File: src/rtl/wptr_handler.sv
// Write-side pointer and flag logic for an asynchronous FIFO.
// Optional sticky overflow flag enabled by defining WPTR_OVERFLOW_FLAG_EN.
module wptr_handler #(
    parameter int PTR_WIDTH    = 3,
    parameter int AFULL_THRESH = 6
) (
    input  logic                 wclk,
    input  logic                 wrst,
    input  logic                 w_en,
    input  logic                 clr_ovf,
    input  logic [PTR_WIDTH:0]   g_rptr_sync,
    output logic [PTR_WIDTH:0]   b_wptr,
    output logic [PTR_WIDTH:0]   g_wptr,
    output logic                 wr_accept,
    output logic                 full,
    output logic                 afull,
    output logic [PTR_WIDTH:0]   wlevel,
    output logic                 overflow
);

    localparam int W = PTR_WIDTH + 1;
    localparam logic [W-1:0] AFULL_LVL = W'(AFULL_THRESH);

    logic [W-1:0] bWptr_q, bWptr_d;
    logic [W-1:0] gWptr_q, gWptr_d;
    logic [W-1:0] level_q, level_d;
    logic [W-1:0] bRptrSync;
    logic         full_q, full_d;
    logic         afull_q, afull_d;

    // Gating uses the registered full, so a write is dropped even if the
    // read pointer advances in the same cycle.
    assign wr_accept = w_en & ~full_q;

    // Each binary bit is the XOR of its Gray bit and every Gray bit above it.
    always_comb begin
        bRptrSync = '0;
        for (int i = 0; i < W; i++) begin
            bRptrSync[i] = ^(g_rptr_sync >> i);
        end
    end

    always_comb begin
        bWptr_d = bWptr_q + W'(wr_accept);
        gWptr_d = (bWptr_d >> 1) ^ bWptr_d;
        full_d  = (gWptr_d == {~g_rptr_sync[W-1:W-2], g_rptr_sync[W-3:0]});
        level_d = bWptr_d - bRptrSync;
        afull_d = (level_d >= AFULL_LVL);
    end

    always_ff @(posedge wclk) begin
        if (wrst) begin
            bWptr_q <= '0;
            gWptr_q <= '0;
            level_q <= '0;
            full_q  <= 1'b0;
            afull_q <= 1'b0;
        end else begin
            bWptr_q <= bWptr_d;
            gWptr_q <= gWptr_d;
            level_q <= level_d;
            full_q  <= full_d;
            afull_q <= afull_d;
        end
    end

    assign b_wptr = bWptr_q;
    assign g_wptr = gWptr_q;
    assign wlevel = level_q;
    assign full   = full_q;
    assign afull  = afull_q;

`ifdef WPTR_OVERFLOW_FLAG_EN
    logic ovf_q, ovf_d;

    // Set wins over clear when both happen in the same cycle.
    always_comb begin
        ovf_d = (w_en & full_q) | (ovf_q & ~clr_ovf);
    end

    always_ff @(posedge wclk) begin
        if (wrst) begin
            ovf_q <= 1'b0;
        end else begin
            ovf_q <= ovf_d;
        end
    end

    assign overflow = ovf_q;
`else
    logic unusedClrOvf;
    assign unusedClrOvf = clr_ovf;
    assign overflow     = 1'b0;
`endif

endmodule

File: config.mk
export PLATFORM = sky130hd
export DESIGN_NAME = wptr_handler
export DESIGN_NICKNAME = d
export VERILOG_FILES = /design/src/rtl/wptr_handler.sv
export SDC_FILE = /design/constraint.sdc
export NUM_CORES = 1
export LEC_CHECK = 0
export ABC_AREA = 0
export CORE_MARGIN = 1.5
export CORE_UTILIZATION = 30
export CTS_CLUSTER_DIAMETER = 30
export DETAILED_ROUTE_END_ITERATION = 8
export DONT_BUFFER_PORTS = 1
export GPL_TIMING_DRIVEN = 0
export PLACE_DENSITY = 0.42
export SLEW_MARGIN = 20
export SYNTH_ARGS = -nofsm -noshare
export SYNTH_HDL_FRONTEND = slang
export SYNTH_SLANG_ARGS = --single-unit
File: constraint.sdc
create_clock -name wclk -period 5.13 [get_ports wclk]
set_clock_uncertainty 0.15 [all_clocks]
set_input_delay 1.026 -clock wclk [delete_from_list [all_inputs] [get_ports wclk]]
set_output_delay 1.026 -clock wclk [all_outputs]
set_load 0.02 [all_outputs]
# After elaboration in Yosys (flattened, before gate mapping)
# Cells that the tools add are included.
[op_classes] add_sub_neg=2 magnitude_cmp=1 eq_ne=1 bitwise_logic=4 reduce_logical=4
[op_table] operator="parity 4 bit" n=4
[op_table] operator="adder 4 x 1 -> 4 bit" n=1
[op_table] operator="equality test 4 bit" n=1
[op_table] operator=">= comparator 4 x 3 -> 1 bit, second input constant" n=1
[op_table] operator="subtractor 4 bit" n=1
[op_table] operator="bitwise XOR 3 x 4 -> 4 bit" n=1
[op_table] operator="inverter 2 bit" n=1
[op_table] operator="bitwise AND 1 bit" n=1
[op_table] operator="inverter 1 bit" n=1
[totals] reg_bits=14 in_bits=8 wordCells=17

# Longest topological paths before layout
# Gate-level depths: netlist (run 1).
[logic_depth] ltp_word=5 mapped_depth=9

# Worst setup path before layout (run 1)
# OpenSTA, ideal clock, no wires.
[synth_timing] kind="input to register" from="input w_en" to="register afull_q, in the netlist afull" setup_ns=0.121 arrival_time_ns=2.885 setup_slack_ns=1.974 cell_stages=9 path_buffers=0 path_cell_list="nor2b_1 > ha_1 > ha_1 > xor2_2 > ha_1 > a21oi_1 > o21ai_0 > xnor3_1 > o21ai_0"
[synth_between] elab_chain_len=4
[synth_rtl] item="start, declared" line_no="9" source="input logic w_en,"
[synth_rtl] item="bitwise AND 1 bit" line_no="33" source="assign wr_accept = w_en & ~full_q;"
[synth_rtl] item="adder 4 x 1 -> 4 bit" line_no="44" source="bWptr_d = bWptr_q + W'(wr_accept);"
[synth_rtl] item="via bWptr_d[2]" line_no="24" source="logic [W-1:0] bWptr_q, bWptr_d;"
[synth_rtl] item="subtractor 4 bit" line_no="47" source="level_d = bWptr_d - bRptrSync;"
[synth_rtl] item=">= comparator 4 x 3 -> 1 bit" line_no="48" source="afull_d = (level_d >= AFULL_LVL);"
[synth_rtl] item="end signal, assigned" line_no="63" source="afull_q <= afull_d;"
[synth_rtl] item="end, declared" line_no="29" source="logic afull_q, afull_d;"
# The timed path passes the listed nets, and every way through them passes these cells.
# A chain may end at the register's enable or synchronous reset.

# Worst setup path after layout (run 1)
# Same ends and word-level chain as after synthesis.

==> results of run 1 <==
## how the worst max path moves through the flow
stage          startpoint    end  slack (ps)  depth (start not counted)
2_1_floorplan        w_en  afull        1970                          9
3_3_place_gp         w_en  afull        1750                          9
3_5_place_dp         w_en  afull        1760                          9
4_1_cts              w_en  afull        2050                          9
5_1_grt              w_en  afull        1870                          9
6_report             w_en  afull        2070                          9
## power groups by stage
stage	combinational, mW	clock (mW)	sequential [mW]
finish	0.0612	0.0634	0.144
floorplan	0.0523	0	0.145
detailed placement	0.0624	0	0.146
CTS	0.0629	0.0682	0.144
global placement	0.0626	0	0.147
global route	0.0704	0.0728	0.146
## final cells by class
type | instances | area, µm²
fillers | 229 | 1270
multi-input cells | 41 | 340
flip-flops and latches | 13 | 260
well taps | 27 | 33.8
clock buffers | 4 | 26.3
plain buffers | 3 | 18.8
inverters | 3 | 11.3
## stage by stage
step                worst slack, ps  cell area, µm²
finish                         2070             691
global route                   1870             691
CTS                            2050             691
detailed placement             1760             664
global placement               1750             664
floorplan                      1970             631
## registers in the layout (all words and copies together), names as in the netlist
| signal | flops |
|---|---|
| b_wptr | 4 |
| wlevel | 4 |
| g_wptr | 3 |
| afull | 1 |
| full | 1 |
## kinds of logic after synthesis
group                    Yosys count  synth area share [%]
AO/OA/AOI/OAI                      4                  4.76
XOR/XNOR                          13                  22.6
adder cells (fa/ha/maj)            6                  13.1
buffers and inverters              6                  4.76
flip-flops                        13                  41.3
other                              1                 0.595
AND/OR/NAND/NOR                   17                  12.9
## per-layer routing
metal,track usage [%],wire (µm)
met5,0,0
met4,7.14,13
met3,4.29,78
met2,15.8,496
met1,13.1,479
## critical path, cell delays in order
cell	delay (ps)
nor2b_1	380
ha_1	280
ha_1	200
xor2_2	310
ha_1	330
a21oi_1	130
o21ai_0	110
xnor3_1	200
o21ai_0	150
## Yosys cell counts
| library cell | instances |
|---|---|
| nand3_1 | 1 |
| nand2_1 | 1 |
| xor2_2 | 2 |
| nor2b_1 | 2 |
| clkbuf_1 | 1 |
| xnor2_1 | 6 |
| xnor3_1 | 1 |
| nor2_1 | 10 |
| inv_1 | 3 |
| fa_1 | 1 |
| dfxtp_1 | 13 |
| a21oi_1 | 1 |
| ha_1 | 5 |
| nand3_2 | 1 |
| buf_4 | 2 |
| a2111oi_2 | 1 |
| conb_1 | 1 |
| xor2_1 | 4 |
| or3_1 | 2 |
| o21ai_0 | 2 |
==> results.yml, run 1 <==
status:
  status: "complete, no violations"
floorplan:
  die_area_mm2: 0.00239
  die_width_um: 48.8
  ios: 24
  die_y_um: 48.8
  num_rows: 16
  core-area_mm2: 0.00196
  start_util_pct: 32.1
grt:
  grt_max_degree: 11
  antenna_found_initial: 0
  first_global_vias: 439
  overflow: 0
  grt_pass1_wl_um: 1880
  grt_usage_pct: 10.8
routing:
  postRouteAntennaNets: 0
  drt_first_iter_violations: 2
  vias: 381
  viasPerCell: 4.19
  routed_wl_um: 1070
  wl_per_cell_um: 11.7
  drc: 0
  drt_first_pass_iters: 2
sta:
  timing.fmax_mhz: 327
  finalCriticalPeriod_ps: 3060
  finalMaxSlewViolations: 0
  tns_ps: 0
  period_share_pct: 59.6
  finalHoldViolations: 0
  holdWs_ps: 613
  setup_viol: 0
  rsz0062_at_grt: "false"
setup_path:
  rrSetupSlack_ps: 2420
  worstPathArrival_ps: 3110
  r2r-end: "afull"
  crit_path_start_kind: "primary input"
  cp_data_required_time_ps: 5180
  criticalPathCategory: "primary input to flop"
  endpoint_kind: "flop"
  reg2reg_depth: 9
  cp_max_fo: 5
  r2r_start: "full"
pwr:
  p_int_uw: 175
  vdd_drop_max_mv: 0.120
  sw_frac_of_total_pct: 34.8
  netSwitchingPower_uw: 93.3
  power_per_cell_area_mw_per_mm2: 389
  clkPwrFrac_pct: 23.6
  p_leak_nw: 0.300
  combPwrFrac_pct: 22.8
  seqPwrFrac_pct: 53.6
  finalPower_uw: 268
synth:
  syn_avg_cell_area_um2: 10.5
  ys_seq_elements: 13
  syn_inst: 60
  synthTopCellsByArea: "dfxtp_1, ha_1, xnor2_1"
  synth.distinct_cells: 20
  synthesis.nets: 74
  synth_top_area_share_pct: 41.3
  synth_area_um2: 631
  yosysTopAreaCell: "dfxtp_1"
  yosysSeqAreaShare_pct: 41.3
  yosysWarnings: 0
placed_design:
  portBuffers: 0
  dp.cells: 87
  dpl.hpwl_um: 838
  finalWeightedCongestion: 0.728
worst_hold_path:
  min_to: "b_wptr[3]"
  whs_path_depth: 3
  min-delay-start: "b_wptr[1]"
  hold_class: "flop to flop"
cts:
  htree_levels: 1
  clk_pin_slew_worst_paths_ps: 80
  cts_tree: "built"
  cts.repair.resized: 0
  post_cts_buffers: 0
  clock_sinks: 13
  root_buffer: "clkbuf_4"
  cts_made_buffers: 3
  clk_latency_ps: 270
  ctsHoldBuffers: 0
  clock_path_buffers: 2
layout:
  stdcell_count: 91
  final_util_pct: 35.2
  layout_common_cells: "dfxtp_1, nor2_1, xnor2_1"
  layout-drive-gt1-share_pct: 14.1
  nets: 79
  final_common_cell: "dfxtp_1"
  syn_to_final_growth_pct: 9.52
  antennaDiodeCount: 0
run:
  drv_cap: 0
No activity file was read; power rests on OpenSTA's default activity.
==> run 2, diff against run 1 <==
Settings changed: PLACE_DENSITY 0.42 to 0.43.
Clock period 5.13 ns to 2.5 ns, I/O delays scaled along.
==> run 2 against run 1 <==
Die area did not move. Non-clock buffer count is 1 higher. Setup slack lost 1900 ps. Final cell count up 1.1%. Hold slack got worse by 480 ps. Sequential power grew 110%. Count of clock-buffer cells in the layout stayed put. Sequential share of layout area is 1.5 points lower. Critical path type is now flop to flop. Critical endpoint unchanged. Highest routed layer unchanged.
==> results.yml, run 2 (synthesized netlist as in run 1, its figures left out) <==
status:
  status: "complete, no violations"
sta:
  finalCriticalPeriod_ps: 2340
  timing.fmax_mhz: 428
  setup_viol: 0
  period_share_pct: 93.5
  finalHoldViolations: 0
  finalMaxSlewViolations: 0
  fin_ws_ps: 162
  rsz0062_at_grt: "false"
pwr:
  p_leak_nw: 0.309
  vdd_drop_max_mv: 0.343
  power_per_cell_area_mw_per_mm2: 769
placed_design:
  place_ws_ps: -196
  place_area_um2: 667
  dpl.hpwl_um: 850
  portBuffers: 0
  finalWeightedCongestion: 0.617
layout:
  antennaDiodeCount: 0
  final_common_cell: "dfxtp_1"
  layout-drive-gt1-share_pct: 21.5
  nets: 80
  design_area_um2: 723
  final_util_pct: 36.9
  syn_to_final_growth_pct: 14.7
  layout_common_cells: "dfxtp_1, nor2_1, xnor2_1"
  fillers: 225
worst_hold_path:
  hold_class: "primary input to flop"
  whs_path_depth: 1
cts:
  clock_sinks: 13
  clk_latency_ps: 280
  cts_tree: "built"
  root_buffer: "clkbuf_4"
  clk_pin_slew_worst_paths_ps: 80
  htree_levels: 1
  cts_made_buffers: 3
  ctsHoldBuffers: 0
  clock_path_buffers: 2
setup_path:
  reg2reg_depth: 8
  max_stage_delay_ps: 430
  cpMostUsedCell: "ha_2"
  path_buf_inv: 1
  worstPathCellList: "nor2b_4 -> ha_2 -> ha_2 -> inv_1 -> fa_1 -> xor2_1 -> or3_1 -> o21ai_0"
  crit_path_start_kind: "flop"
  slowest_stage: "fa_1"
  worstPathArrival_ps: 2400
  criticalPathCategory: "flop to flop"
  crit_family: "adder cells"
  cp_max_fo: 4
  endpoint_kind: "flop"
  cp_data_required_time_ps: 2560
  worst-path-stages: 8
run:
  drv_cap: 0
grt:
  grt_max_degree: 11
  grt_pass1_wl_um: 1840
  first_global_vias: 413
  antenna_found_initial: 0
  grt_usage_pct: 11.0
  overflow: 0
routing:
  drc: 0
  vias: 393
  viasPerCell: 4.27
  wl_per_cell_um: 11.8
  postRouteAntennaNets: 0
  routed_wl_um: 1080
  drt_first_iter_violations: 2
  drt_first_pass_iters: 3
floorplan:
  die_width_um: 48.8
  core-area_mm2: 0.00196
  die_area_mm2: 0.00239
  ios: 24
  die_y_um: 48.8
  num_rows: 16
  start_util_pct: 32.1
## run 2: routing by layer
metal | GRT usage [%] | share of wire (%) | vias up
li1 | - | - | 197
met1 | 12.1 | 40 | 175
met2 | 16.9 | 47 | 16
met3 | 4.29 | 8.6 | 5
met4 | 8.57 | 3.4 | 0
met5 | 0 | 0 | -
## run 2: final timing paths
path | start | to | slack, ps
worst max-delay path | full | afull | 160
worst min-delay path | wrst | b_wptr[2] | 140
worst max register to register | full | afull | 160
worst min register to register | b_wptr[1] | b_wptr[3] | 600
## run 2: metrics by stage
| step | TNS (ps) | total power, mW | hold WS (ps) | std cells |
|---|---|---|---|---|
| after floorplan | 0 | 0.405 | 422 | 60 |
| after global placement | -510 | 0.431 | 425 | 87 |
| after detailed placement | -542 | 0.431 | 427 | 87 |
| after CTS | 0 | 0.565 | 126 | 91 |
| after global routing | 0 | 0.602 | 128 | 92 |
| final | 0 | 0.556 | 135 | 92 |
## run 2: area by class of cell
cell class              count  area, µm²  share of cell area [%]
repair buffers              1       7.51                    1.04
inverters                   3       11.3                    1.56
flip-flops and latches     13        262                    36.2
multi-input cells          41        364                    50.3
clock buffers               4       26.3                    3.63
plain buffers               3       18.8                    2.60
well taps                  27       33.8                    4.67
## run 2: repair_timing
| item | 4_1_cts | 5_1_grt |
|---|---|---|
| cloned | 0 | 0 |
| resized for setup | 2 | 3 |
| setup buffers | 0 | 1 |
| setup endpoints to repair | 3 | 3 |
## run 2: power by group
| part | internal, mW | switching, mW |
|---|---|---|
| Combinational | 0.0615 | 0.0690 |
| Sequential | 0.241 | 0.0550 |
| Clock | 0.0619 | 0.0681 |
